### src/rtl/mem_stage_pkg.sv
// mem_stage_pkg: shared bus widths, field offsets, FSM state type and the
// writeback bus packing helper for the memory pipeline stage.
package mem_stage_pkg;

  localparam int unsigned STAGE_2_MEM_BUS_WIDTH  = 88;
  localparam int unsigned STAGE_MEM_WB_BUS_WIDTH = 42;

  // decode_stage_2 -> mem bus field offsets (single bits / LSB of fields)
  localparam int unsigned M_RES_FROM_MEM = 87;
  localparam int unsigned M_RES_FROM_CSR = 86;
  localparam int unsigned M_GR_WE        = 85;
  localparam int unsigned M_RD_LSB       = 80;
  localparam int unsigned M_SRC1_LSB     = 48;
  localparam int unsigned M_SRC2_LSB     = 16;
  localparam int unsigned M_CSR_LSB      = 4;
  localparam int unsigned M_FLAGS_LSB    = 0;   // {jmp, excp, xret, break}

  // mem -> writeback bus field offsets
  localparam int unsigned W_GR_WE        = 41;
  localparam int unsigned W_RD_LSB       = 36;
  localparam int unsigned W_DATA_LSB     = 4;
  localparam int unsigned W_FLAGS_LSB    = 0;

  // excp_flush position inside the 4-bit flag group
  localparam logic [3:0] FLAG_EXCP_MASK = 4'b0100;

  typedef enum logic [1:0] {
    ST_IDLE = 2'd0,
    ST_REQ  = 2'd1,
    ST_WAIT = 2'd2
  } mem_state_e;

  function automatic logic [STAGE_MEM_WB_BUS_WIDTH-1:0] pack_wb(
    input logic        we,
    input logic [4:0]  rd,
    input logic [31:0] wdata,
    input logic [3:0]  flags
  );
    return {we, rd, wdata, flags};
  endfunction

endpackage

### src/rtl/mem_stage.sv
// mem_stage: memory pipeline stage. Completes word loads through a
// req/gnt/rvalid data port (with timeout), CSR reads, and address/link adds,
// emitting one registered writeback bus pulse per instruction.
// Ports:
//   clk_i, rst_ni                 clock, async active-low reset
//   decode_stage_2_valid_i/_bus_i upstream bus (88 bits)
//   mem_ready_o                   stage can accept (FSM idle)
//   dmem_req_o/_addr_o            load request and held address
//   dmem_gnt_i/_rvalid_i/_rdata_i/_err_i  data memory handshake/response
//   csr_addr_o/csr_rdata_i        combinational CSR read port
//   mem_wb_bus_o/valid_o          registered writeback bus and valid pulse
module mem_stage
  import mem_stage_pkg::*;
#(
  parameter int unsigned TIMEOUT_CYCLES = 255
) (
  input  logic                              clk_i,
  input  logic                              rst_ni,
  input  logic                              decode_stage_2_valid_i,
  input  logic [STAGE_2_MEM_BUS_WIDTH-1:0]  decode_stage_2_mem_bus_i,
  output logic                              mem_ready_o,
  output logic                              dmem_req_o,
  output logic [31:0]                       dmem_addr_o,
  input  logic                              dmem_gnt_i,
  input  logic                              dmem_rvalid_i,
  input  logic [31:0]                       dmem_rdata_i,
  input  logic                              dmem_err_i,
  output logic [11:0]                       csr_addr_o,
  input  logic [31:0]                       csr_rdata_i,
  output logic [STAGE_MEM_WB_BUS_WIDTH-1:0] mem_wb_bus_o,
  output logic                              valid_o
);

  // Abort fires on the WAIT edge that would bring the count to TIMEOUT_CYCLES.
  localparam logic [7:0] TIMEOUT_LAST = 8'(TIMEOUT_CYCLES - 1);

  mem_state_e r_state, w_next_state;

  logic        w_res_from_mem, w_res_from_csr, w_gr_we;
  logic [4:0]  w_rd;
  logic [31:0] w_src1, w_src2, w_addr, w_wdata;
  logic [3:0]  w_flags;
  logic        w_accept, w_misalign, w_load_go, w_misload, w_we_ok;
  logic        w_wait_done, w_timeout;

  logic [31:0] r_addr;
  logic        r_ld_we;
  logic [4:0]  r_ld_rd;
  logic [3:0]  r_ld_flags;
  logic [7:0]  r_cnt;
  logic [STAGE_MEM_WB_BUS_WIDTH-1:0] r_wb;
  logic        r_valid;

  assign w_res_from_mem = decode_stage_2_mem_bus_i[M_RES_FROM_MEM];
  assign w_res_from_csr = decode_stage_2_mem_bus_i[M_RES_FROM_CSR];
  assign w_gr_we        = decode_stage_2_mem_bus_i[M_GR_WE];
  assign w_rd           = decode_stage_2_mem_bus_i[M_RD_LSB +: 5];
  assign w_src1         = decode_stage_2_mem_bus_i[M_SRC1_LSB +: 32];
  assign w_src2         = decode_stage_2_mem_bus_i[M_SRC2_LSB +: 32];
  assign csr_addr_o     = decode_stage_2_mem_bus_i[M_CSR_LSB +: 12];
  assign w_flags        = decode_stage_2_mem_bus_i[M_FLAGS_LSB +: 4];

  assign w_addr      = w_src1 + w_src2;
  assign w_accept    = decode_stage_2_valid_i && (r_state == ST_IDLE);
  assign w_misalign  = (w_addr[1:0] != 2'b00);
  assign w_load_go   = w_accept && w_res_from_mem && !w_misalign;
  assign w_misload   = w_res_from_mem && w_misalign;
  assign w_we_ok     = w_gr_we && (w_rd != '0);
  // Load wins over CSR; a misaligned load falls back to the address result.
  assign w_wdata     = (w_res_from_csr && !w_res_from_mem) ? csr_rdata_i : w_addr;
  assign w_wait_done = (r_state == ST_WAIT) && dmem_rvalid_i;
  assign w_timeout   = (r_state == ST_WAIT) && !dmem_rvalid_i && (r_cnt == TIMEOUT_LAST);

  assign mem_ready_o  = (r_state == ST_IDLE);
  assign dmem_req_o   = (r_state == ST_REQ);
  assign dmem_addr_o  = r_addr;
  assign mem_wb_bus_o = r_wb;
  assign valid_o      = r_valid;

  always_ff @(posedge clk_i or negedge rst_ni) begin
    if (!rst_ni) r_state <= ST_IDLE;
    else         r_state <= w_next_state;
  end

  always_comb begin
    w_next_state = r_state;
    case (r_state)
      ST_IDLE: if (w_load_go)                 w_next_state = ST_REQ;
      ST_REQ:  if (dmem_gnt_i)                w_next_state = ST_WAIT;
      ST_WAIT: if (w_wait_done || w_timeout)  w_next_state = ST_IDLE;
      default:                                w_next_state = ST_IDLE;
    endcase
  end

  always_ff @(posedge clk_i or negedge rst_ni) begin
    if (!rst_ni) begin
      r_addr     <= '0;
      r_ld_we    <= 1'b0;
      r_ld_rd    <= '0;
      r_ld_flags <= '0;
      r_cnt      <= '0;
      r_wb       <= '0;
      r_valid    <= 1'b0;
    end else begin
      r_valid <= 1'b0;

      if (w_accept && !w_load_go) begin
        r_valid <= 1'b1;
        r_wb    <= pack_wb(w_we_ok && !w_misload, w_rd, w_wdata,
                           w_misload ? (w_flags | FLAG_EXCP_MASK) : w_flags);
      end

      if (w_load_go) begin
        r_addr     <= w_addr;
        r_ld_we    <= w_we_ok;
        r_ld_rd    <= w_rd;
        r_ld_flags <= w_flags;
      end

      if ((r_state == ST_REQ) && dmem_gnt_i) r_cnt <= '0;
      else if ((r_state == ST_WAIT) && !dmem_rvalid_i) r_cnt <= r_cnt + 8'd1;

      if (w_wait_done) begin
        r_valid <= 1'b1;
        r_wb    <= pack_wb(r_ld_we && !dmem_err_i, r_ld_rd,
                           dmem_err_i ? '0 : dmem_rdata_i,
                           dmem_err_i ? (r_ld_flags | FLAG_EXCP_MASK) : r_ld_flags);
      end

      if (w_timeout) begin
        r_valid <= 1'b1;
        r_wb    <= pack_wb(1'b0, r_ld_rd, '0, r_ld_flags | FLAG_EXCP_MASK);
      end
    end
  end

endmodule

### config.mk
export PLATFORM = sky130hd
export DESIGN_NAME = mem_stage
export DESIGN_NICKNAME = d
export VERILOG_FILES = /design/src/rtl/mem_stage_pkg.sv /design/src/rtl/mem_stage.sv
export SDC_FILE = /design/constraint.sdc
export NUM_CORES = 1
export LEC_CHECK = 0
export BUFFER_PORTS_ARGS = -buffer_cell sky130_fd_sc_hd__buf_2
export CAP_MARGIN = 30
export CORE_MARGIN = 4
export CORE_UTILIZATION = 49
export DETAILED_ROUTE_END_ITERATION = 6
export PLACE_DENSITY = 0.81
export SYNTH_ARGS = -nofsm -noshare
export SYNTH_HDL_FRONTEND = slang
export SYNTH_SLANG_ARGS = --single-unit
### constraint.sdc
create_clock -name clk_i -period 2.6 [get_ports clk_i]
set_clock_uncertainty 0.2 [all_clocks]
set_input_delay 0 -clock clk_i [delete_from_list [all_inputs] [get_ports clk_i]]
set_output_delay 0 -clock clk_i [all_outputs]
set_load 0.01 [all_outputs]
==> summary.txt <==
outcome: complete, no violations
GPL Wtd Cong: 0.913
final setup fails: 0
Ports: 247
Syn Inst Count: 672
Reg2Reg Launch Point: r_state[0]
Max-slew headroom: 48.6%
Skew-Pair Late Insertion Delay: 0.34 ns
sequential power share: 36.6%
Max Clock Freq: 397 MHz
Die Area: 0.0139 sq mm
Critical-path top delay cell: fa_2
WL/cell: 19.6 microns
total area of sequential cells: 0.00238 sq mm
Reg clk slew, reported paths: 0.07 ns
maximum VDD drop: 0.000427 V
number of CTS-inserted buffers: 9
Primary FF master, synth: dfrtp_1
most frequent cells in the layout: buf_2, nand2_1, dfrtp_1, dlygate4sd3_1, buf_4
GRT Util Overall: 32.0%
starting DRC count in detailed routing: 643
P&R area growth vs syn: 49.0%
Cell Chain, Critical Path: buf_2 > ha_1 > fa_2 > a211oi_2 > o21bai_1 > o2111ai_2 > o22ai_2 > o41ai_2 > buf_4 > a21oi_1 > o21a_1 > o31ai_1
Leak: 4.51 nW
# clock sinks: 95
PwrDens: 723 mW/mm^2
final core utilization: 76.1%
die height: 118 microns
post-synth top area cell: dfrtp_1
Slew Viols, Final: 0
switching fraction of total power: 36.5%
drt drc: 0
synth top area cells: dfrtp_1, nand2_1, ha_1
asr flop ratio synth: 100%
Post-synth EDFFs: 0
Clock power frac: 23.1%
global-route wire length before repair: 36.1 mm
die width: 118 microns
layout cells sized above 1: 32.1%
Mapped Area: 0.00593 sq mm
CP startpoint kind: input port
multi-input logic area: 0.00335 sq mm
vias in the first global route: 7,233
post-DP HPWL: 15.2 mm
Core Region: 0.0116 sq mm
Buf/Inv on CP: 2
CTS tree: done
logic gate share of total power: 40.3%
flops & latches, synth: 95
Yosys top cell area share: 40.1%
FP Rows: 39
cell chosen for the clock root: clkbuf_16
Max Cap Viol: 0
YS warnings: 0
Int Pwr: 4.05 mW
Final TNS setup: 0 ns
fillers: 838
hold crit path type: in -> reg
Netlist cell types: 60
ANT nets after route: 0
Synth Area per Inst: 8.83 sq um
critical path required time: 2.65 ns
CP Data Arrival Time: 2.57 ns
commonest non-fill, non-tap cell in the layout: buf_2
H-tree depth: 3
Max Buffers Root-to-Sink: 2
total number of vias: 6,888
CP Capture Type: flip-flop
Port Buf Inserts: 222
Worst Setup SP: decode_stage_2_mem_bus_i[16]
initial antenna violation count: 1
first-pass detailed-route iteration total: 6
post-layout min period: 2.52 ns
crit share post-route: 96.9%
Starting Density: 51.1%
sequential fraction of the synthesis area: 40.1%
worst hold start: decode_stage_2_valid_i
Nets: 1,211
largest net degree at the start of global routing: 60
vias per std cell: 5.90
cell family with most CP delay: compound AO/OA/AOI/OAI gates
GRT Residual Overflow: 0
Fin. Hold Viols: 0
largest stage delay on the critical path: 0.39 ns
Net Sw Power: 2.34 mW
drt total wl: 22.9 mm
actual slew at the worst max-slew pin: 0.771 ns
Post-Syn Nets: 864
critical path class: in -> reg
crit-path max FO: 4
[metrics by stage]
| stage | power, mW | worst slack (ns) | hold slack, ns | std cells | cell area, sq um |
|---|---|---|---|---|---|
| 3_3_place_gp | 4.58 | -0.221 | -0.200 | 1055 | 7510 |
| 4_1_cts | 6.26 | 0.0345 | 0.00453 | 1165 | 8780 |
| 3_5_place_dp | 4.63 | -0.300 | -0.200 | 1055 | 7510 |
| 5_1_grt | 6.74 | -0.0361 | 0.0355 | 1168 | 8840 |
| 2_1_floorplan | 3.55 | 0.0968 | -0.496 | 672 | 5930 |
| 6_report | 6.39 | 0.0804 | 0.0293 | 1168 | 8840 |
[cells by family after synthesis]
kind of cell	share of synthesized area, %
AND/OR/NAND/NOR	18.3
AO/OA/AOI/OAI	22.9
flip-flops	40.1
buffers and inverters	4.18
adder cells (fa/ha/maj)	7.30
XOR/XNOR	4.58
multiplexers	2.70
[power groups by stage]
stage	logic, mW	clock network [mW]	registers (mW)
2_1_floorplan	1.05	0	2.50
3_3_place_gp	2.25	0	2.33
3_5_place_dp	2.31	0	2.32
4_1_cts	2.46	1.48	2.32
5_1_grt	2.80	1.55	2.39
6_report	2.57	1.47	2.34
[cells in the mapped netlist, types with 4 or more instances]
library cell,count
o31ai_1,4
nand2b_1,6
nor3_1,5
a31oi_1,10
a211o_1,5
a222oi_1,8
o21ai_0,41
xor2_1,13
or3_1,8
a221o_1,9
a22o_1,5
nand3_1,13
xnor2_1,18
and3_1,6
nor2b_1,5
o22ai_1,5
clkbuf_1,29
mux2i_1,7
dfrtp_1,95
mux2_2,8
nand2_1,125
ha_1,33
a22oi_1,4
buf_4,12
o21bai_1,5
inv_1,10
nand4_1,8
nor2_1,45
and2_1,9
o21a_1,5
a21oi_1,51
a21o_1,19
[timing repair]
| action | in CTS | in global routing |
|---|---|---|
| hold buffers | 94 | 0 |
| resized for setup | 0 | 11 |
| setup buffers | 0 | 2 |
| setup endpoints to repair | 0 | 17 |
| hold endpoints to repair | 132 | 0 |
[final timing paths]
path                                    end  slack (ns)  depth (start not counted)
hold reg to reg            mem_wb_bus_o[18]        0.28                          2
hold / removal                r_ld_flags[3]        0.03                          6
setup / recovery            dmem_addr_o[30]        0.08                         12
min in group asynchronous   mem_wb_bus_o[7]        0.08                          2
setup reg to reg           mem_wb_bus_o[32]        0.11                          8
max in group asynchronous  mem_wb_bus_o[32]        1.44                          3
[cell type report]
cell class | count | area share, %
flip-flops and latches | 95 | 26.9
multi-input cells | 523 | 38.0
clock buffers | 9 | 2.55
well taps | 143 | 2.02
clock inverters | 7 | 1.16
repair buffers | 380 | 29.0
inverters | 10 | 0.425
diodes | 1 | 0.0283
[routing by layer]
metal | wire length, microns | global-route usage, %
met2 | 11300 | 55.3
met1 | 8580 | 37.5
met5 | 0 | 0
met3 | 1910 | 6.82
met4 | 1120 | 16.4
[sequential cells by signal, summed over array words and instances (netlist names)]
name	count
mem_wb_bus_o	42
dmem_addr_o	32
r_cnt	8
r_ld_rd	5
r_ld_flags	4
r_state	2
r_ld_we	1
valid_o	1
[tightest hold or removal path, stage by stage]
cell     delay [ns]
buf_2          0.12
nand2_1        0.09
nor2_2         0.06
buf_12         0.15
nand2_1        0.07
nand2_1        0.04
No activity file was read; power rests on OpenSTA's default activity.
